===== src/rtl/periph_bus_arbiter_if.sv =====
// Bus bundle between the two masters, the arbiter and the peripheral decoder.
interface periph_bus_arbiter_if;
   logic        m0_req;
   logic        m0_rw;
   logic [31:0] m0_address;
   logic [31:0] m0_wdata;
   logic        m0_ack;
   logic        m0_err;
   logic [31:0] m0_rdata;

   logic        m1_req;
   logic        m1_rw;
   logic [31:0] m1_address;
   logic [31:0] m1_wdata;
   logic        m1_ack;
   logic        m1_err;
   logic [31:0] m1_rdata;

   logic        bus_ce;
   logic        bus_rw;
   logic [31:0] bus_address;
   logic [31:0] bus_wdata;
   logic [31:0] bus_rdata;
   logic        bus_ready;

   // Arbiter view: serves the two masters and drives the downstream bus
   modport slave (
      input  m0_req, m0_rw, m0_address, m0_wdata,
      output m0_ack, m0_err, m0_rdata,
      input  m1_req, m1_rw, m1_address, m1_wdata,
      output m1_ack, m1_err, m1_rdata,
      output bus_ce, bus_rw, bus_address, bus_wdata,
      input  bus_rdata, bus_ready
   );

   // Environment view: masters plus peripheral decoder
   modport master (
      output m0_req, m0_rw, m0_address, m0_wdata,
      input  m0_ack, m0_err, m0_rdata,
      output m1_req, m1_rw, m1_address, m1_wdata,
      input  m1_ack, m1_err, m1_rdata,
      input  bus_ce, bus_rw, bus_address, bus_wdata,
      output bus_rdata, bus_ready
   );
endinterface


===== src/rtl/periph_bus_arbiter.sv =====
// Two-master round-robin arbiter and transfer sequencer for the peripheral bus.
// Every output is a flop; the bus fields are latched at grant time so master
// inputs changing mid-transfer cannot disturb the peripheral.
module periph_bus_arbiter #(
   parameter int unsigned TIMEOUT_CYCLES = 16
) (
   input logic                 clock,
   input logic                 reset_n,
   periph_bus_arbiter_if.slave bif
);

   localparam logic [7:0] TIMEOUT_LAST = 8'(TIMEOUT_CYCLES);

   typedef enum logic [1:0] {IDLE, ACCESS, RESP} state_t;

   state_t      state_q, state_d;
   logic        owner_q, owner_d;
   logic        lastGrant_q, lastGrant_d;
   logic [7:0]  count_q, count_d;
   logic        busCe_q, busCe_d;
   logic        busRw_q, busRw_d;
   logic [31:0] busAddress_q, busAddress_d;
   logic [31:0] busWdata_q, busWdata_d;
   logic        m0Ack_q, m0Ack_d, m1Ack_q, m1Ack_d;
   logic        m0Err_q, m0Err_d, m1Err_q, m1Err_d;
   logic [31:0] m0Rdata_q, m0Rdata_d, m1Rdata_q, m1Rdata_d;

   logic        anyReq;
   logic        winner;
   logic [7:0]  countInc;
   logic        accessDone;
   logic [31:0] respRdata;

   assign anyReq     = bif.m0_req | bif.m1_req;
   // On a tie the master that did not win last time gets the bus
   assign winner     = (bif.m0_req & bif.m1_req) ? ~lastGrant_q : bif.m1_req;
   assign countInc   = count_q + 8'd1;
   assign accessDone = bif.bus_ready | (countInc == TIMEOUT_LAST);
   assign respRdata  = (bif.bus_ready & ~busRw_q) ? bif.bus_rdata : 32'd0;

   // State register, reset drops any transfer in flight
   always_ff @(posedge clock or negedge reset_n) begin
      if (!reset_n) state_q <= IDLE;
      else          state_q <= state_d;
   end

   // Next-state logic
   always_comb begin
      state_d = state_q;
      case (state_q)
         IDLE:    if (anyReq) state_d = ACCESS;
         ACCESS:  if (accessDone) state_d = RESP;
         RESP:    state_d = IDLE;
         default: state_d = IDLE;
      endcase
   end

   // Next values for grant bookkeeping, latched bus fields and responses
   always_comb begin
      owner_d      = owner_q;
      lastGrant_d  = lastGrant_q;
      count_d      = count_q;
      busCe_d      = 1'b0;
      busRw_d      = busRw_q;
      busAddress_d = busAddress_q;
      busWdata_d   = busWdata_q;
      m0Ack_d      = 1'b0;
      m1Ack_d      = 1'b0;
      m0Err_d      = m0Err_q;
      m1Err_d      = m1Err_q;
      m0Rdata_d    = m0Rdata_q;
      m1Rdata_d    = m1Rdata_q;
      case (state_q)
         IDLE: begin
            if (anyReq) begin
               owner_d      = winner;
               lastGrant_d  = winner;
               count_d      = 8'd0;
               busCe_d      = 1'b1;
               busRw_d      = winner ? bif.m1_rw      : bif.m0_rw;
               busAddress_d = winner ? bif.m1_address : bif.m0_address;
               busWdata_d   = winner ? bif.m1_wdata   : bif.m0_wdata;
            end
         end
         ACCESS: begin
            count_d = countInc;
            if (accessDone) begin
               if (owner_q) begin
                  m1Ack_d   = 1'b1;
                  m1Err_d   = ~bif.bus_ready;
                  m1Rdata_d = respRdata;
               end else begin
                  m0Ack_d   = 1'b1;
                  m0Err_d   = ~bif.bus_ready;
                  m0Rdata_d = respRdata;
               end
            end else begin
               busCe_d = 1'b1;
            end
         end
         default: ;
      endcase
   end

   // Datapath and output registers
   always_ff @(posedge clock or negedge reset_n) begin
      if (!reset_n) begin
         owner_q      <= 1'b0;
         lastGrant_q  <= 1'b1;
         count_q      <= 8'd0;
         busCe_q      <= 1'b0;
         busRw_q      <= 1'b0;
         busAddress_q <= 32'd0;
         busWdata_q   <= 32'd0;
         m0Ack_q      <= 1'b0;
         m1Ack_q      <= 1'b0;
         m0Err_q      <= 1'b0;
         m1Err_q      <= 1'b0;
         m0Rdata_q    <= 32'd0;
         m1Rdata_q    <= 32'd0;
      end else begin
         owner_q      <= owner_d;
         lastGrant_q  <= lastGrant_d;
         count_q      <= count_d;
         busCe_q      <= busCe_d;
         busRw_q      <= busRw_d;
         busAddress_q <= busAddress_d;
         busWdata_q   <= busWdata_d;
         m0Ack_q      <= m0Ack_d;
         m1Ack_q      <= m1Ack_d;
         m0Err_q      <= m0Err_d;
         m1Err_q      <= m1Err_d;
         m0Rdata_q    <= m0Rdata_d;
         m1Rdata_q    <= m1Rdata_d;
      end
   end

   assign bif.bus_ce      = busCe_q;
   assign bif.bus_rw      = busRw_q;
   assign bif.bus_address = busAddress_q;
   assign bif.bus_wdata   = busWdata_q;
   assign bif.m0_ack      = m0Ack_q;
   assign bif.m0_err      = m0Err_q;
   assign bif.m0_rdata    = m0Rdata_q;
   assign bif.m1_ack      = m1Ack_q;
   assign bif.m1_err      = m1Err_q;
   assign bif.m1_rdata    = m1Rdata_q;

endmodule


===== src/flat_wrapper.sv =====
// flat-port wrapper written by rule: the top's interface ports become plain ports
module periph_bus_arbiter_flat 
#(
   parameter int unsigned TIMEOUT_CYCLES = 16
)
  (clock, reset_n, bif_m0_req, bif_m0_rw, bif_m0_address, bif_m0_wdata, bif_m0_ack, bif_m0_err, bif_m0_rdata, bif_m1_req, bif_m1_rw, bif_m1_address, bif_m1_wdata, bif_m1_ack, bif_m1_err, bif_m1_rdata, bif_bus_ce, bif_bus_rw, bif_bus_address, bif_bus_wdata, bif_bus_rdata, bif_bus_ready);
  periph_bus_arbiter_if bif_i ();
  input logic clock;
  input logic reset_n;
  input wire logic [$bits(bif_i.m0_req)-1:0] bif_m0_req;
  input wire logic [$bits(bif_i.m0_rw)-1:0] bif_m0_rw;
  input wire logic [$bits(bif_i.m0_address)-1:0] bif_m0_address;
  input wire logic [$bits(bif_i.m0_wdata)-1:0] bif_m0_wdata;
  output wire logic [$bits(bif_i.m0_ack)-1:0] bif_m0_ack;
  output wire logic [$bits(bif_i.m0_err)-1:0] bif_m0_err;
  output wire logic [$bits(bif_i.m0_rdata)-1:0] bif_m0_rdata;
  input wire logic [$bits(bif_i.m1_req)-1:0] bif_m1_req;
  input wire logic [$bits(bif_i.m1_rw)-1:0] bif_m1_rw;
  input wire logic [$bits(bif_i.m1_address)-1:0] bif_m1_address;
  input wire logic [$bits(bif_i.m1_wdata)-1:0] bif_m1_wdata;
  output wire logic [$bits(bif_i.m1_ack)-1:0] bif_m1_ack;
  output wire logic [$bits(bif_i.m1_err)-1:0] bif_m1_err;
  output wire logic [$bits(bif_i.m1_rdata)-1:0] bif_m1_rdata;
  output wire logic [$bits(bif_i.bus_ce)-1:0] bif_bus_ce;
  output wire logic [$bits(bif_i.bus_rw)-1:0] bif_bus_rw;
  output wire logic [$bits(bif_i.bus_address)-1:0] bif_bus_address;
  output wire logic [$bits(bif_i.bus_wdata)-1:0] bif_bus_wdata;
  input wire logic [$bits(bif_i.bus_rdata)-1:0] bif_bus_rdata;
  input wire logic [$bits(bif_i.bus_ready)-1:0] bif_bus_ready;
  assign bif_i.m0_req = bif_m0_req;
  assign bif_i.m0_rw = bif_m0_rw;
  assign bif_i.m0_address = bif_m0_address;
  assign bif_i.m0_wdata = bif_m0_wdata;
  assign bif_m0_ack = bif_i.m0_ack;
  assign bif_m0_err = bif_i.m0_err;
  assign bif_m0_rdata = bif_i.m0_rdata;
  assign bif_i.m1_req = bif_m1_req;
  assign bif_i.m1_rw = bif_m1_rw;
  assign bif_i.m1_address = bif_m1_address;
  assign bif_i.m1_wdata = bif_m1_wdata;
  assign bif_m1_ack = bif_i.m1_ack;
  assign bif_m1_err = bif_i.m1_err;
  assign bif_m1_rdata = bif_i.m1_rdata;
  assign bif_bus_ce = bif_i.bus_ce;
  assign bif_bus_rw = bif_i.bus_rw;
  assign bif_bus_address = bif_i.bus_address;
  assign bif_bus_wdata = bif_i.bus_wdata;
  assign bif_i.bus_rdata = bif_bus_rdata;
  assign bif_i.bus_ready = bif_bus_ready;
  periph_bus_arbiter #(.TIMEOUT_CYCLES(TIMEOUT_CYCLES)) u_core (.clock(clock), .reset_n(reset_n), .bif(bif_i));
endmodule

===== config.mk =====
export PLATFORM = sky130hd
export DESIGN_NAME = periph_bus_arbiter_flat
export DESIGN_NICKNAME = d
export VERILOG_FILES = /design/src/rtl/periph_bus_arbiter_if.sv /design/src/rtl/periph_bus_arbiter.sv /design/src/flat_wrapper.sv
export SDC_FILE = /design/constraint.sdc
export NUM_CORES = 1
export LEC_CHECK = 0
export CAP_MARGIN = 20
export CORE_ASPECT_RATIO = 0.5
export CORE_MARGIN = 4
export CORE_UTILIZATION = 44
export CTS_BUF_LIST = sky130_fd_sc_hd__clkbuf_4
export DETAILED_ROUTE_END_ITERATION = 6
export GPL_ROUTABILITY_DRIVEN = 1
export HOLD_SLACK_MARGIN = 0.1
export PLACE_DENSITY = 0.83
export SLEW_MARGIN = 20
export SYNTH_ARGS = -nofsm -noshare
export SYNTH_HDL_FRONTEND = slang
export SYNTH_SLANG_ARGS = --single-unit

===== constraint.sdc =====
create_clock -name clock -period 2.31 [get_ports clock]
set_input_delay 0.5775 -clock clock [delete_from_list [all_inputs] [get_ports clock]]
set_output_delay 0.5775 -clock clock [all_outputs]
set_load 0.05 [all_outputs]

**Word-level counts from Yosys, hierarchy flattened**

Index checks and enable logic that the tools add are counted.

- Bits in registers: 146
- Latch bits: 0
- Bits in writable memories: 0
- Bits in read-only memories: 0
- Bits of input ports: 167
- Output and inout port bits: 134
- Logic and storage cells: 53
- Memories: 0

- Add/subtract/negate cells: 1
- Multipliers: 0
- Divide/modulo/power cells: 0
- Magnitude comparators: 0
- Eq/ne operators: 4
- Shift operators: 0
- Mux-type cells: 19
- Bitwise operators: 8
- Reduce and logical (&&, ||, !) cells: 7

Operators by type and width:

| kind | number |
|---|---|
| 2-to-1 mux 32 bit | 3 |
| one-hot mux 8 bit (2 select lines) | 1 |
| 2-to-1 mux 1 bit | 10 |
| adder 8 x 1 -> 8 bit (second input constant) | 1 |
| equality test 8 x 5 -> 1 bit (second input constant) | 1 |
| 2-to-1 mux 8 bit | 1 |
| AND reduction 2 bit | 3 |
| AND reduction 3 bit | 2 |
| 2-to-1 mux 2 bit | 2 |
| inequality test 2 x 1 -> 1 bit (second input constant) | 2 |
| NOT 1 bit | 4 |
| one-hot mux 2 bit (2 select lines) | 1 |
| AND 1 bit | 2 |
| equality test 2 x 1 -> 1 bit (second input constant) | 1 |
| zero test 2 bit | 1 |
| bitwise OR 1 bit | 2 |
| one-hot mux 1 bit (2 select lines) | 1 |
| nonzero test 2 bit | 1 |

**Longest topological paths before layout**

Gate-level depths: netlist of the first run.

- Word-level depth: 5
- Depth in mapped cells: 7
- Depth with buffers taken out: 5

**Least setup slack after synthesis of the first run**

OpenSTA, ideal clock, no wires.

- Kind: register -> register
- From: register u_core.count_q[0]
- To: register u_core.m0Rdata_q[10] (netlist: u_core.bif.m0_rdata[10])
- Setup time: 0.128 ns
- Data arrival time: 1.598 ns
- Required time: 2.182 ns
- Setup slack: 0.584 ns
- Cell stages (with the launch flop): 8
- Path buffers: 2
- Period minus slack after synthesis: 1.726 ns
- Cell sequence: dfrtp_1 ha_1 nand2_1 or4_4 nor2_4 buf_6 buf_8 o21ai_0

- Cells in the longest elaborated chain, start to end: 4

RTL lines:

| item | RTL line | RTL |
|---|---|---|
| from (decl) | periph_bus_arbiter.sv:19 | `logic [7:0] count_q, count_d;` |
| from (signal assigned) | periph_bus_arbiter.sv:124 | `count_q <= count_d;` |
| adder 8 x 1 -> 8 bit | periph_bus_arbiter.sv:37 | `assign countInc = count_q + 8'd1;` |
| equality test 8 x 5 -> 1 bit | periph_bus_arbiter.sv:38 | `assign accessDone = bif.bus_ready \| (countInc == TIMEOUT_LAST);` |
| bitwise OR 1 bit | periph_bus_arbiter.sv:38 |  |
| AND reduction 3 bit (no line) | - |  |
| to (signal assigned) | periph_bus_arbiter.sv:133 | `m0Rdata_q <= m0Rdata_d;` |
| to (decl) | periph_bus_arbiter.sv:26 | `logic [31:0] m0Rdata_q, m0Rdata_d, m1Rdata_q, m1Rdata_d;` |

No other way between the ends.
A chain may end at the register's enable or synchronous reset.

**Final worst setup path of the first run**

- From: register u_core.m0Ack_q (netlist: u_core.bif.m0_ack)
- To: output bif_m0_ack

RTL lines:

| item | RTL line | RTL |
|---|---|---|
| from (decl) | periph_bus_arbiter.sv:24 | `logic m0Ack_q, m0Ack_d, m1Ack_q, m1Ack_d;` |
| from (signal assigned) | periph_bus_arbiter.sv:129 | `m0Ack_q <= m0Ack_d;` |
| to (decl) | flat_wrapper.sv:14 | `output wire logic [$bits(bif_i.m0_ack)-1:0] bif_m0_ack;` |

No word-level cell between the ends.

==> results of run 1 <==
==> final cells by class <==
class | instances | area [um^2]
timing repair buffer | 325 | 3180
clock inverter | 13 | 255
fill | 1249 | 4890
sequential | 146 | 3650
multi-input combinational | 511 | 3080
tap | 204 | 255
clock buffer | 18 | 135
==> per-layer routing <==
| layer | vias to the layer above | GRT usage | share of wire | routed length (um) |
|---|---|---|---|---|
| met4 | 0 | 0.0996 | 0.032 | 705 |
| met2 | 204 | 0.409 | 0.50 | 10900 |
| met5 | - | 0 | 0 | 0 |
| met3 | 48 | 0.0515 | 0.055 | 1200 |
| met1 | 3073 | 0.296 | 0.41 | 9040 |
| li1 | 3074 | - | - | - |
==> power breakdown <==
part	switching [uW]	leakage (uW)	internal, uW
clock network	965	0.000207	1200
logic	6070	0.00296	2450
registers	776	0.00167	3680
==> flip-flops by register name, summed over array words and instances (netlist names), 2 cells and up <==
register	count
u_core.bif.m0_rdata	32
u_core.bif.m1_rdata	32
u_core.bif.bus_address	32
u_core.state_q	2
u_core.bif.bus_wdata	32
u_core.count_q	8
==> placed cells by master (no fill, tap or decap), types with 2 or more instances in the layout <==
| master | count |
|---|---|
| a21oi_1 | 64 |
| a2bb2oi_1 | 2 |
| a31oi_1 | 3 |
| and3_1 | 65 |
| buf_12 | 10 |
| buf_4 | 14 |
| bufinv_16 | 7 |
| clkbuf_4 | 18 |
| clkdlybuf4s50_1 | 166 |
| clkinv_2 | 2 |
| dfrtp_1 | 145 |
| dlygate4sd2_1 | 128 |
| dlymetal6s2s_1 | 3 |
| inv_6 | 3 |
| mux2_2 | 2 |
| mux2i_1 | 65 |
| nand2_1 | 73 |
| nand2b_1 | 66 |
| nand3_1 | 3 |
| nor2_1 | 3 |
| nor2b_1 | 2 |
| nor3_1 | 3 |
| o21a_1 | 3 |
| o21ai_0 | 133 |
| o21ai_1 | 5 |
| o31ai_1 | 5 |
==> worst paths after layout <==
kind,to,from
setup / recovery,bif_m0_ack,u_core.bif.m0_ack$_DFF_PN0_
hold / removal,u_core.bif.bus_address[3]$_DFFE_PN0P_,u_core.bif.bus_address[3]$_DFFE_PN0P_
setup reg to reg,u_core.bif.m1_rdata[24]$_DFFE_PN0P_,u_core.count_q[0]$_DFFE_PN0P_
hold reg to reg,u_core.bif.bus_address[3]$_DFFE_PN0P_,u_core.bif.bus_address[3]$_DFFE_PN0P_
max in group asynchronous,u_core.lastGrant_q$_DFFE_PN1P_,reset_n
min in group asynchronous,u_core.bif.m0_rdata[13]$_DFFE_PN0P_,reset_n
==> metrics by stage <==
stage	area (um^2)	utilization
final	10600	0.683
after global routing	10600	0.683
after global placement	10300	0.666
after CTS	10500	0.681
after detailed placement	10300	0.666
after floorplan	6970	-
==> worst register-to-register path: stages, from the launching register on <==
cell and delay (ns):
dfrtp_1 0.45, ha_1 0.29, nand2_1 0.09, or4_4 0.47
nor2_4 0.16, buf_12 0.24, o21ai_0 0.17
==> cell families (layout without fill, tap and decap cells) <==
kind of cell               after synthesis  after routing  synth area share
xor gates and xnor gates                 1              1           0.00126
adders and majority gates                1              1           0.00179
AOI/OAI and AO/OA                      219            219             0.163
and+or+nand+nor                        223            223             0.174
DFF                                    146            146             0.524
buffers and inverters                   58            356            0.0384
muxes                                   67             67            0.0966
==> what timing repair did <==
item | 4_1_cts | 5_1_grt
resized for setup | 128 | 3
endpoints found under the hold margin | 43 | 0
cloned | 0 | 0
hold buffers | 1 | 0
setup endpoints to repair | 128 | 3
==> results.sh, run 1 <==
export IMPL_netlist_cell_type_count=37
export IMPL_synthFlopType="dfrtp_1"
export IMPL_synthToLayoutAreaGrowth_pct=51.5
export IMPL_drc_errors=0
export IMPL_max_clock_path_buffers=2
export IMPL_r2r_slack_ns=0.33
export IMPL_place_gp_congestion=0.832
export IMPL_syn_area_mm2=0.00697
export IMPL_syn_avg_cell_area_um2=9.75
export IMPL_cts_tree="built"
export IMPL_synth_top_cells_by_area="dfrtp_1 (52%), o21ai_0 (9.5%), mux2i_1 (9.3%), nand2b_1 (5.9%), and3_1 (5.8%)"
export IMPL_die_area_mm2=0.0180
export IMPL_cts_sinks=146
export IMPL_cap_viol_max_count=0
export IMPL_dr_pass1_iters=5
export IMPL_htree_levels=4
export IMPL_ff2ff_path_depth=6
export IMPL_finalPower_uw=15100
export IMPL_grt_max_degree=72
export IMPL_holdPathStages=2
export IMPL_wl_per_cell_um=18.0
export IMPL_rows=32
export IMPL_netlist_area_leader_share=0.521
export IMPL_worst_path_max_delay_cell="clkdlybuf4s50_1"
export IMPL_layout_setup_ws_ns=0.0933
export IMPL_pin_count=301
export IMPL_fin_hold_ws_ns=0.491
export IMPL_antennaDiodeCount=0
export IMPL_async_flop_share=1.00
export IMPL_critPathTopFamily="buffers and inverters"
export IMPL_num_vias=6399
export IMPL_rsz0062_at_grt="no"
export IMPL_cp_slowest_stage_delay_ns=0.79
export IMPL_yosys_warnings=0
export IMPL_ant_nets=0
export IMPL_path_buf_inv=1
export IMPL_cp_end_kind="output pin"
export IMPL_synth_most_common_cell="dfrtp_1"
export IMPL_die_w_um=186
export IMPL_min_period_over_period=0.960
export IMPL_leakage_uw=0.00483
export IMPL_die_h_um=97
export IMPL_cp_required_ns=1.73
export IMPL_synth_top_area_cell="dfrtp_1"
export IMPL_clock_skew_ns=0.0336
export IMPL_synthCells=715
export IMPL_drive_gt1_frac=0.0691
export IMPL_numPortBuffers=300
export IMPL_grt_pass1_vias=6747
export IMPL_dp_cells=1184
export IMPL_clk_pin_slew_worst_paths_ns=0.12
export IMPL_max_vdd_ir_drop_mv=0.712
export IMPL_gr_total_overflow=0
export IMPL_grt_pass1_wl_um=35000
export IMPL_seq_area_frac_synth=0.524
export IMPL_finalMaxSlewViolations=0
export IMPL_final_hold_viol_count=0
export IMPL_path_class="reg2out"
export IMPL_power_density_mw_per_mm2=1430
export IMPL_pre_cts_slack_ns=0.0942
export IMPL_final_cells=1217
export IMPL_cp_max_fo=1
export IMPL_fin_crit_ns=2.22
export IMPL_setup_violations_final=0
export IMPL_startpoint_type="flop"
export IMPL_yosys_register_bits=146
export IMPL_slew_headroom=0.591
export IMPL_synth_common_cells="dfrtp_1 (145), o21ai_0 (133), nand2_1 (73)"
export IMPL_cts_buffers=17
export IMPL_syn_nets=883
export IMPL_start_util=0.451
export IMPL_tightest_slew_ns=0.612
export IMPL_drt_iter0_drc=376
export IMPL_hp_class="reg2reg"
export IMPL_outcome="completed"
export IMPL_root_buffer="clkbuf_4"
export IMPL_setup_tns_ns=0
export IMPL_insertion_delay_ns=0.52
export IMPL_arrival_ns=1.64
export IMPL_wirelength_um=21900
export IMPL_cp_cell_sequence="clkdlybuf4s50_1"
export IMPL_core_mm2=0.0155
export IMPL_path_depth=1
export IMPL_cts_setup_buffers=0
export IMPL_dp_hpwl_um=15600
export IMPL_grtUsageTotal=0.240
export IMPL_grt_antenna_before_repair=0
export IMPL_fin_nets=1169
export IMPL_clock_fmax_ghz=0.451
export IMPL_vias_per_cell=5.26
export IMPL_synth_edff_count=0
(Power assumes the default switching activity.)
==> inputs of run 2 (changes only) <==
CAP_MARGIN = unset   (was 20)
==> results of run 2 <==
Same layout as run 1: the final DEF is identical, and so are final timing and power.
